File: config.mk
export PLATFORM = sky130hd
export DESIGN_NAME = sprite_line_engine
export DESIGN_NICKNAME = d
export VERILOG_FILES = /design/src/rtl/sprite_line_engine.sv
export SDC_FILE = /design/constraint.sdc
export NUM_CORES = 1
export LEC_CHECK = 0
export ABC_AREA = 1
export CORE_MARGIN = 2
export CORE_UTILIZATION = 49
export CTS_CLUSTER_SIZE = 30
export DETAILED_ROUTE_END_ITERATION = 10
export PLACE_DENSITY = 0.86
export SKIP_LAST_GASP = 1
export SLEW_MARGIN = 20
export SYNTH_ARGS = -nofsm -noshare
export SYNTH_HDL_FRONTEND = slang
export SYNTH_SLANG_ARGS = --single-unit
export TNS_END_PERCENT = 50
File: constraint.sdc
create_clock -name clk -period 4.05 [get_ports clk]
set_clock_uncertainty 0.05 [all_clocks]
set_input_delay 0.81 -clock clk [delete_from_list [all_inputs] [get_ports clk]]
set_output_delay 0.81 -clock clk [all_outputs]
set_load 0.02 [all_outputs]
File: src/rtl/sprite_line_engine.sv
// Sprite line engine: per-scanline sprite evaluator and graphics row fetcher.
//
// A start pulse latches the requested line. The engine then streams every OAM
// entry through a one-cycle read pipeline and keeps up to MAX_PER_LINE hits in
// a shadow table. It fetches one graphics row word per kept sprite, and finally
// copies the shadow table to the published slot outputs with a done pulse.
//
// Ports:
//   clk, reset        system clock, synchronous active-high reset
//   start, line       begin evaluation of 'line' (ignored while busy)
//   oam_addr/rdata    OAM read port, data valid one cycle after address
//   gfx_addr/rdata    sprite graphics read port, data valid one cycle after address
//   busy, done        engine active / one-cycle publish strobe
//   overflow          more hits than slots on the last published line
//   slot_*            published slot table (packed, slot i at [i*W +: W])
//
// Optional feature macro: SPRITE_HFLIP_EN
//   defined   -> OAM bit 29 reverses the 2-bit pixel order of the fetched row
//   undefined -> OAM bit 29 is ignored

module sprite_line_engine #(
    parameter int NUM_SPRITES  = 64,
    parameter int MAX_PER_LINE = 8,
    parameter int SPRITE_H     = 16,
    parameter int GFX_AW       = 11
) (
    input  logic                           clk,
    input  logic                           reset,
    input  logic                           start,
    input  logic [9:0]                     line,
    output logic [$clog2(NUM_SPRITES)-1:0] oam_addr,
    input  logic [31:0]                    oam_rdata,
    output logic [GFX_AW-1:0]              gfx_addr,
    input  logic [31:0]                    gfx_rdata,
    output logic                           busy,
    output logic                           done,
    output logic                           overflow,
    output logic [MAX_PER_LINE-1:0]        slot_valid,
    output logic [MAX_PER_LINE*10-1:0]     slot_x,
    output logic [MAX_PER_LINE-1:0]        slot_palette,
    output logic [MAX_PER_LINE*32-1:0]     slot_pixels
);

    localparam int OAM_AW = $clog2(NUM_SPRITES);
    localparam int SCAN_W = OAM_AW + 1;
    // Headroom so the fetch counter can reach hits+1 without wrapping.
    localparam int CNT_W  = $clog2(MAX_PER_LINE + 2);
    localparam int ROW_W  = $clog2(SPRITE_H);

    typedef enum logic [1:0] {IDLE, SCAN, FETCH, PUBLISH} state_t;

    state_t              state;
    logic [9:0]          line_q;
    logic [SCAN_W-1:0]   scan_cnt;
    logic [CNT_W-1:0]    hit_cnt;
    logic [CNT_W-1:0]    fetch_cnt;
    logic                shadow_overflow;

    logic [9:0]          sh_x    [MAX_PER_LINE];
    logic                sh_pal  [MAX_PER_LINE];
    logic [GFX_AW-1:0]   sh_addr [MAX_PER_LINE];
    logic [31:0]         sh_pix  [MAX_PER_LINE];

`ifdef SPRITE_HFLIP_EN
    logic                sh_hflip [MAX_PER_LINE];

    function automatic logic [31:0] reverse_pixels(input logic [31:0] raw);
        logic [31:0] r;
        r = '0;
        for (int i = 0; i < 16; i++) begin
            r[2*i +: 2] = raw[2*(15-i) +: 2];
        end
        return r;
    endfunction
`else
    logic                unused_hflip;
    assign unused_hflip = oam_rdata[29];
`endif

    // Evaluation of the OAM word returned for the entry issued last cycle.
    // diff is 11 bits so a y above line cannot wrap into a small distance.
    logic [10:0]         diff;
    logic                ev_valid;
    logic                ev_hit;
    logic                room;
    logic                take;
    logic [ROW_W-1:0]    ev_row;
    logic [31:0]         ev_addr_full;
    logic [GFX_AW-1:0]   ev_addr;
    logic [CNT_W-1:0]    hits_total;
    logic [CNT_W-1:0]    cap_idx;
    logic [CNT_W-1:0]    next_idx;

    assign diff     = {1'b0, line_q} - {1'b0, oam_rdata[19:10]};
    assign ev_valid = (state == SCAN) && (scan_cnt != '0);
    assign ev_hit   = oam_rdata[31] && (line_q >= oam_rdata[19:10]) &&
                      (diff < 11'(SPRITE_H));
    assign room     = hit_cnt < CNT_W'(MAX_PER_LINE);
    assign take     = ev_valid && ev_hit && room;

    // SPRITE_H is a power of two, so SPRITE_H-1-row is the bitwise inverse
    // and tile*SPRITE_H+row is a plain concatenation.
    assign ev_row       = oam_rdata[30] ? ~diff[ROW_W-1:0] : diff[ROW_W-1:0];
    assign ev_addr_full = 32'({oam_rdata[27:20], ev_row});
    assign ev_addr      = ev_addr_full[GFX_AW-1:0];

    // Hit count including the word being evaluated this cycle; needed on the
    // last scan cycle to choose between FETCH and PUBLISH.
    assign hits_total = hit_cnt + CNT_W'(take);
    assign cap_idx    = fetch_cnt - CNT_W'(1);
    assign next_idx   = fetch_cnt + CNT_W'(1);

    always_ff @(posedge clk) begin
        if (reset) begin
            state           <= IDLE;
            line_q          <= '0;
            scan_cnt        <= '0;
            hit_cnt         <= '0;
            fetch_cnt       <= '0;
            shadow_overflow <= 1'b0;
            oam_addr        <= '0;
            gfx_addr        <= '0;
            busy            <= 1'b0;
            done            <= 1'b0;
            overflow        <= 1'b0;
            slot_valid      <= '0;
            slot_x          <= '0;
            slot_palette    <= '0;
            slot_pixels     <= '0;
            for (int i = 0; i < MAX_PER_LINE; i++) begin
                sh_x[i]    <= '0;
                sh_pal[i]  <= 1'b0;
                sh_addr[i] <= '0;
                sh_pix[i]  <= '0;
`ifdef SPRITE_HFLIP_EN
                sh_hflip[i] <= 1'b0;
`endif
            end
        end else begin
            done <= 1'b0;
            case (state)
                IDLE: begin
                    if (start) begin
                        line_q          <= line;
                        scan_cnt        <= '0;
                        hit_cnt         <= '0;
                        fetch_cnt       <= '0;
                        shadow_overflow <= 1'b0;
                        oam_addr        <= '0;
                        busy            <= 1'b1;
                        state           <= SCAN;
                        for (int i = 0; i < MAX_PER_LINE; i++) begin
                            sh_x[i]    <= '0;
                            sh_pal[i]  <= 1'b0;
                            sh_addr[i] <= '0;
                            sh_pix[i]  <= '0;
`ifdef SPRITE_HFLIP_EN
                            sh_hflip[i] <= 1'b0;
`endif
                        end
                    end
                end

                SCAN: begin
                    if (take) begin
                        for (int i = 0; i < MAX_PER_LINE; i++) begin
                            if (CNT_W'(i) == hit_cnt) begin
                                sh_x[i]    <= oam_rdata[9:0];
                                sh_pal[i]  <= oam_rdata[28];
                                sh_addr[i] <= ev_addr;
`ifdef SPRITE_HFLIP_EN
                                sh_hflip[i] <= oam_rdata[29];
`endif
                            end
                        end
                        hit_cnt <= hit_cnt + CNT_W'(1);
                    end
                    if (ev_valid && ev_hit && !room) begin
                        shadow_overflow <= 1'b1;
                    end
                    if (scan_cnt < SCAN_W'(NUM_SPRITES - 1)) begin
                        oam_addr <= oam_addr + OAM_AW'(1);
                    end
                    if (scan_cnt == SCAN_W'(NUM_SPRITES)) begin
                        if (hits_total == '0) begin
                            state <= PUBLISH;
                        end else begin
                            // Slot 0 may be written this very cycle.
                            gfx_addr <= (hit_cnt == '0) ? ev_addr : sh_addr[0];
                            state    <= FETCH;
                        end
                    end
                    scan_cnt <= scan_cnt + SCAN_W'(1);
                end

                FETCH: begin
                    // Data for the address issued last cycle lands in the
                    // previous slot; the next slot's address goes out now.
                    for (int i = 0; i < MAX_PER_LINE; i++) begin
                        if ((fetch_cnt != '0) && (CNT_W'(i) == cap_idx)) begin
`ifdef SPRITE_HFLIP_EN
                            sh_pix[i] <= sh_hflip[i] ? reverse_pixels(gfx_rdata)
                                                     : gfx_rdata;
`else
                            sh_pix[i] <= gfx_rdata;
`endif
                        end
                        if ((next_idx < hit_cnt) && (CNT_W'(i) == next_idx)) begin
                            gfx_addr <= sh_addr[i];
                        end
                    end
                    if (fetch_cnt == hit_cnt) begin
                        state <= PUBLISH;
                    end
                    fetch_cnt <= next_idx;
                end

                PUBLISH: begin
                    for (int i = 0; i < MAX_PER_LINE; i++) begin
                        slot_valid[i]          <= CNT_W'(i) < hit_cnt;
                        slot_x[i*10 +: 10]     <= (CNT_W'(i) < hit_cnt) ? sh_x[i] : 10'd0;
                        slot_palette[i]        <= (CNT_W'(i) < hit_cnt) && sh_pal[i];
                        slot_pixels[i*32 +: 32] <= (CNT_W'(i) < hit_cnt) ? sh_pix[i] : 32'd0;
                    end
                    overflow <= shadow_overflow;
                    done     <= 1'b1;
                    busy     <= 1'b0;
                    state    <= IDLE;
                end

                default: state <= IDLE;
            endcase
        end
    end

endmodule

==> results of run 1 <==
-- registers in the layout, summed over array words and instances, names as in the netlist, 2 cells and up --
name          cells
sh_pix          256
slot_valid        8
slot_x           80
gfx_addr         11
line_q           10
hit_cnt           4
slot_pixels     256
slot_palette      8
oam_addr          6
sh_addr          88
sh_x             80
scan_cnt          7
state             2
fetch_cnt         4
sh_pal            8
-- cell usage after synthesis (2+ instances only) --
master     instances  share of area (%)
o21ai_1            2              0.031
nor3_1            19               0.29
clkinv_1           4              0.046
xor2_1             5               0.13
nor4_1             4              0.077
a31oi_1            2              0.038
nand4_2            3               0.11
a22o_1             8               0.21
nand2_1          574                6.6
nand4_1           32               0.61
dfxtp_1          454                 28
nor2_1           509                5.9
o2111ai_1         43                1.2
a21oi_1          431                6.6
or2_2              2              0.038
o21bai_1           7               0.16
o22ai_1           32               0.61
a211oi_1           3              0.069
inv_2              2              0.023
buf_1             19               0.22
nor2_2             5              0.096
nand3_1          296                4.5
o211ai_1          93                2.1
o31ai_1            2              0.046
inv_1            226                2.6
edfxtp_1         378                 35
xnor2_1            6               0.16
o21ai_0           31               0.48
clkbuf_1         224                2.6
buf_2             15               0.23
ha_1              33                1.3
-- kinds of logic (layout without fill, tap and decap cells) --
kind of cell / Yosys count / after routing / synth area share, %
AO/OA/AOI/OAI: 656 / 656 / 11.60
XOR/XNOR: 12 / 12 / 0.3450
adder cells (fa/ha/maj): 34 / 34 / 1.326
buffers and inverters: 491 / 917 / 5.715
flip-flops: 832 / 832 / 62.61
AND/OR/NAND/NOR: 1450 / 1450 / 18.40
-- worst min path at each step --
| stage | from | to | slack (ps) | cells past startpoint |
|---|---|---|---|---|
| finish | slot_pixels[194] | slot_pixels[194] | 410 | 2 |
| global route | slot_pixels[190] | slot_pixels[190] | 430 | 2 |
| CTS | slot_pixels[58] | slot_pixels[58] | 410 | 2 |
| detailed placement | slot_pixels[58] | slot_pixels[58] | 400 | 2 |
| global placement | slot_pixels[90] | slot_pixels[90] | 400 | 2 |
| floorplan | shadow_overflow | shadow_overflow | 390 | 2 |
-- area by class of cell --
class | instances | area [um^2] | share of cell area [%]
Clock inverter | 45 | 434.2 | 1.062
Sequential cell | 832 | 20440 | 50.01
Timing Repair Buffer | 530 | 5275 | 12.90
Inverter | 232 | 883.3 | 2.161
Clock buffer | 110 | 2332 | 5.705
Multi-Input combinational cell | 2152 | 10430 | 25.51
Tap cell | 864 | 1081 | 2.644
-- where the power goes --
part / internal [uW] / switching, uW / leakage, uW
Clock: 4470 / 3320 / 0.00135
Sequential: 9630 / 265 / 0.00772
Combinational: 713 / 1920 / 0.00587
-- per-stage QoR --
stage	worst slack [ps]	std cells
final	321.8	4765
after global routing	81.03	4765
after CTS	350.7	4765
after detailed placement	-283.6	4610
after global placement	-189.1	4610
after floorplan	-336.0	3475
-- layer usage --
metal  vias up  track usage [%]  share of wire (%)  wire length, um
met1     13150            37.28                 37            38270
met5         -                0              0.011               11
met2      1837            45.60                 46            47590
met3       365            6.221                 11            11360
met4         2            16.38                5.9             6103
li1      12500                -                  -                -
-- worst max-delay path, stage by stage --
cell	delay [ps]
clkdlybuf4s50_1	410
ha_1	220
fa_1	400
inv_1	110
nand3_1	100
nand2_1	110
nand2_1	70
nand2_1	70
nand2_1	50
nand2_1	70
nand4_2	150
nor3_4	180
ha_1	210
ha_1	240
nor3_1	190
nand3_1	80
o21bai_1	170
nand3_1	170
buf_12	180
nor2_1	50
a21oi_1	160
==> flow_metrics.env, run 1 <==
export IMPL_ys_seq_elements=832
export IMPL_route_vias_total=27850
export IMPL_syn_to_final_growth_pct=25.22
export IMPL_filler_cell_count=4975
export IMPL_yosys_warnings=0
export IMPL_synthDistinctLibCells=42
export IMPL_drt_first_pass_iters=8
export IMPL_whs_ps=412.6
export IMPL_syn_area_mm2=0.03265
export IMPL_ys_seq_area_share_pct=62.61
export IMPL_critical_path_arrival_ps=4220
export IMPL_worstPathMaxFanout=22
export IMPL_cts_tree="built"
export IMPL_r2r_setup_slack_ps=600
export IMPL_required_ps=4550
export IMPL_grt_pass1_wl_um=152600
export IMPL_r2r_start="line_q[0]"
export IMPL_relSlewSlack_pct=18.86
export IMPL_r2r_cells=21
export IMPL_chipWidth_um=262.1
export IMPL_setup_tns_ps=0
export IMPL_post_cts_buffers=0
export IMPL_grt_max_degree=209
export IMPL_initial_core_util_pct=49.56
export IMPL_cap_viol_max_count=0
export IMPL_die_y_um=262.1
export IMPL_cp_endpoint="gfx_addr[1]"
export IMPL_drc=0
export IMPL_antenna_found_initial=2
export IMPL_cts_root_buf="clkbuf_16"
export IMPL_cts_made_buffers=83
export IMPL_dieArea_mm2=0.06870
export IMPL_fin_area_mm2=0.04088
export IMPL_row_count=94
export IMPL_routedWlPerCell_um=21.69
export IMPL_drive_above_1_share_pct=6.434
export IMPL_grt_usage_pct=28.99
export IMPL_final_util_pct=62.07
export IMPL_hold_path_class="reg2reg"
export IMPL_dp_hpwl_um=63910
export IMPL_first_iter_violations=3755
export IMPL_io_pins=449
export IMPL_hold_viol_final=0
export IMPL_clock_latency_ps=640
export IMPL_drt_total_wl_um=103300
export IMPL_startpoint="oam_rdata[10]"
export IMPL_final_common_cell="nand2_1"
export IMPL_p_total_uw=20320
export IMPL_core_area_mm2=0.06586
export IMPL_tightest_slew_ps=1217
export IMPL_nets=3942
export IMPL_htree_levels=3
export IMPL_clk_pin_slew_worst_paths_ps=60
export IMPL_first_global_vias=26320
export IMPL_max_freq_ghz=0.2682
export IMPL_clk_path_buf_depth=3
export IMPL_worst_setup_path_end_kind="flop"
export IMPL_startpoint_type="input port"
export IMPL_holdBufCountCts=0
export IMPL_place_congestion=0.8730
export IMPL_overflow=0
export IMPL_mostFrequentLayoutCells="nand2_1, nor2_1, dfxtp_1"
export IMPL_synth_top_flop_cell="dfxtp_1"
export IMPL_netlist_instances=3475
export IMPL_power_per_cell_area_mw_per_mm2=497.2
export IMPL_n_antenna_cell=0
export IMPL_drv_slew=0
export IMPL_max_vdd_ir_drop_v=0.0003023
export IMPL_timing_worst_setup_path_type="in2reg"
export IMPL_rsz0062_at_grt="no"
export IMPL_io_buffers=446
export IMPL_placed_cell_area_mm2=0.03811
export IMPL_cts_sink_count=832
export IMPL_antenna_left=0
export IMPL_period_needed_ps=3728
export IMPL_setup_viol=0
export IMPL_status="complete, no violations"
export IMPL_syn_avg_cell_area_um2=9.394
export IMPL_syn_nets=3586
export IMPL_via_per_inst=5.846
export IMPL_period_share_pct=92.06
export IMPL_leakagePower_uw=0.01494
export IMPL_cts_resized=0
export IMPL_synth_edf_count=378
export IMPL_async_flop_share_pct=0
export IMPL_reg2reg_to="gfx_addr[1]"
(Power assumes the default switching activity.)
==> run 2, diff against run 1 <==
Settings changed: GPL_TIMING_DRIVEN from default to 0.
==> run 2 against run 1 <==
Against the previous run:
- power grew 0.80%
- fmax shrank 7.1%
- global-route usage is 3.3 points higher
- register-to-register slack got worse by 340 ps
- routed wire length is 11% higher
- utilization is 0.28 points higher
- highest routed layer unchanged
==> flow_metrics.env, run 2 (same netlist as run 1, synthesis figures left out) <==
export IMPL_core_area_mm2=0.06586
export IMPL_setup_viol=0
export IMPL_worstPathMaxFanout=10
export IMPL_final_common_cell="nand2_1"
export IMPL_status="complete, no violations"
export IMPL_cts_sink_count=832
export IMPL_cts_made_buffers=82
export IMPL_reg_top3="sh_pix: 256 flops, slot_pixels: 256 flops, sh_addr: 88 flops"
export IMPL_dieArea_mm2=0.06870
export IMPL_cts_tree="built"
export IMPL_period_needed_ps=4011
export IMPL_grt_pass1_wl_um=164300
export IMPL_first_global_vias=27180
export IMPL_r2r_cells=23
export IMPL_power_per_cell_area_mw_per_mm2=498.9
export IMPL_holdBufCountCts=0
export IMPL_initial_core_util_pct=49.56
export IMPL_rsz0062_at_grt="yes"
export IMPL_nets=4118
export IMPL_io_pins=449
export IMPL_antenna_left=0
export IMPL_startpoint_type="input port"
export IMPL_setup_tns_ps=0
export IMPL_multi_input_area_mm2=0.01042
export IMPL_worst_setup_path_end_kind="flop"
export IMPL_seq_area_mm2=0.02044
export IMPL_die_y_um=262.1
export IMPL_whs_ps=412.9
export IMPL_via_per_inst=5.923
export IMPL_place_congestion=0.9393
export IMPL_hold_path_class="reg2reg"
export IMPL_placed_cell_area_mm2=0.03823
export IMPL_drt_total_wl_um=114500
export IMPL_period_share_pct=99.04
export IMPL_max_freq_ghz=0.2493
export IMPL_mostFrequentLayoutCells="nand2_1, nor2_1, dfxtp_1"
export IMPL_leakagePower_uw=0.01485
export IMPL_row_count=94
export IMPL_worstHoldPathCells=2
export IMPL_drive_above_1_share_pct=4.392
export IMPL_cts_root_buf="clkbuf_16"
export IMPL_tightest_slew_ps=1285
export IMPL_fin_area_mm2=0.04106
export IMPL_io_buffers=445
export IMPL_grt_usage_pct=32.28
export IMPL_grt_max_degree=33
export IMPL_critical_path_arrival_ps=4490
export IMPL_hold_viol_final=0
export IMPL_drc=0
export IMPL_antenna_found_initial=4
export IMPL_dp_hpwl_um=79910
export IMPL_cap_viol_max_count=0
export IMPL_max_vdd_ir_drop_v=0.0003318
export IMPL_required_ps=4530
export IMPL_timing_worst_setup_path_type="in2reg"
export IMPL_routedWlPerCell_um=23.17
export IMPL_htree_levels=3
export IMPL_syn_to_final_growth_pct=25.79
export IMPL_relSlewSlack_pct=14.04
export IMPL_drt_first_pass_iters=6
export IMPL_filler_cell_count=4991
export IMPL_p_total_uw=20490
export IMPL_overflow=0
export IMPL_clock_latency_ps=660
export IMPL_chipWidth_um=262.1
export IMPL_route_vias_total=29270
export IMPL_clk_path_buf_depth=3
export IMPL_drv_slew=0
export IMPL_clk_pin_slew_worst_paths_ps=60
export IMPL_first_iter_violations=3837
## run 2: path summary, 6_finish.rpt
kind | start | endpoint | slack [ps]
max | oam_rdata[10] | gfx_addr[5] | 40
min | slot_valid[0] | slot_valid[0] | 410
max reg2reg | line_q[0] | gfx_addr[5] | 260
min reg2reg | slot_valid[0] | slot_valid[0] | 410
## run 2: report_power, final
group          total [uW]  internal [uW]  switching (uW)
sequential           9900           9640             263
combinational        2720            616            2110
clock                7860           4410            3450
total               20500          14700            5820
## run 2: cell type report
cell class              count  share of cell area (%)
multi-input cells        2152                   25.38
repair buffers            448                   10.92
flip-flops and latches    832                   49.78
clock inverters            39                   1.015
clock buffers             114                   5.692
inverters                 232                   2.121
well taps                 864                   2.633
diodes                      2                 0.01219
plain buffers             259                   2.456
## run 2: metrics by stage
stage / setup slack (ps) / std cells / utilization, %
after CTS: -227.9 / 4940 / 62.28
final: 38.80 / 4942 / 62.35
after floorplan: -336.0 / 3475 / -
after global routing: -156.8 / 4940 / 62.34
after detailed placement: -1045 / 4785 / 58.05
after global placement: -1963 / 4784 / 57.97
## run 2: repair_timing
action / in CTS / in global routing
setup buffers: 2 / 0
endpoints found under the setup margin: 121 / 121
pin swaps: 1 / 1
gates resized for setup: 6 / 9
endpoints found under the hold margin: 0 / 0
## run 2: metal layers
metal	track usage [%]	share of wire [%]	vias to the layer above
met3	10.73	14	464
met2	49.46	44	2181
li1	-	-	12880
met4	19.82	6.9	4
met5	0	0.025	-
met1	39.53	35	13750
## run 2: critical path: stages
cell and delay, ps:
clkdlybuf4s50_1 400, ha_1 230, fa_1 400, inv_1 140, nand3_1 110, nand2_1 110
nand2_1 70, nand2_1 60, nand2_1 40, nand2_1 70, nand4_2 180, nor3_4 220
buf_6 190, ha_1 190, ha_1 240, nor3_1 200, nand3_1 100, o21bai_1 200
nand3_2 160, buf_4 200, nand2_1 60, nand2_1 60, a21oi_1 50
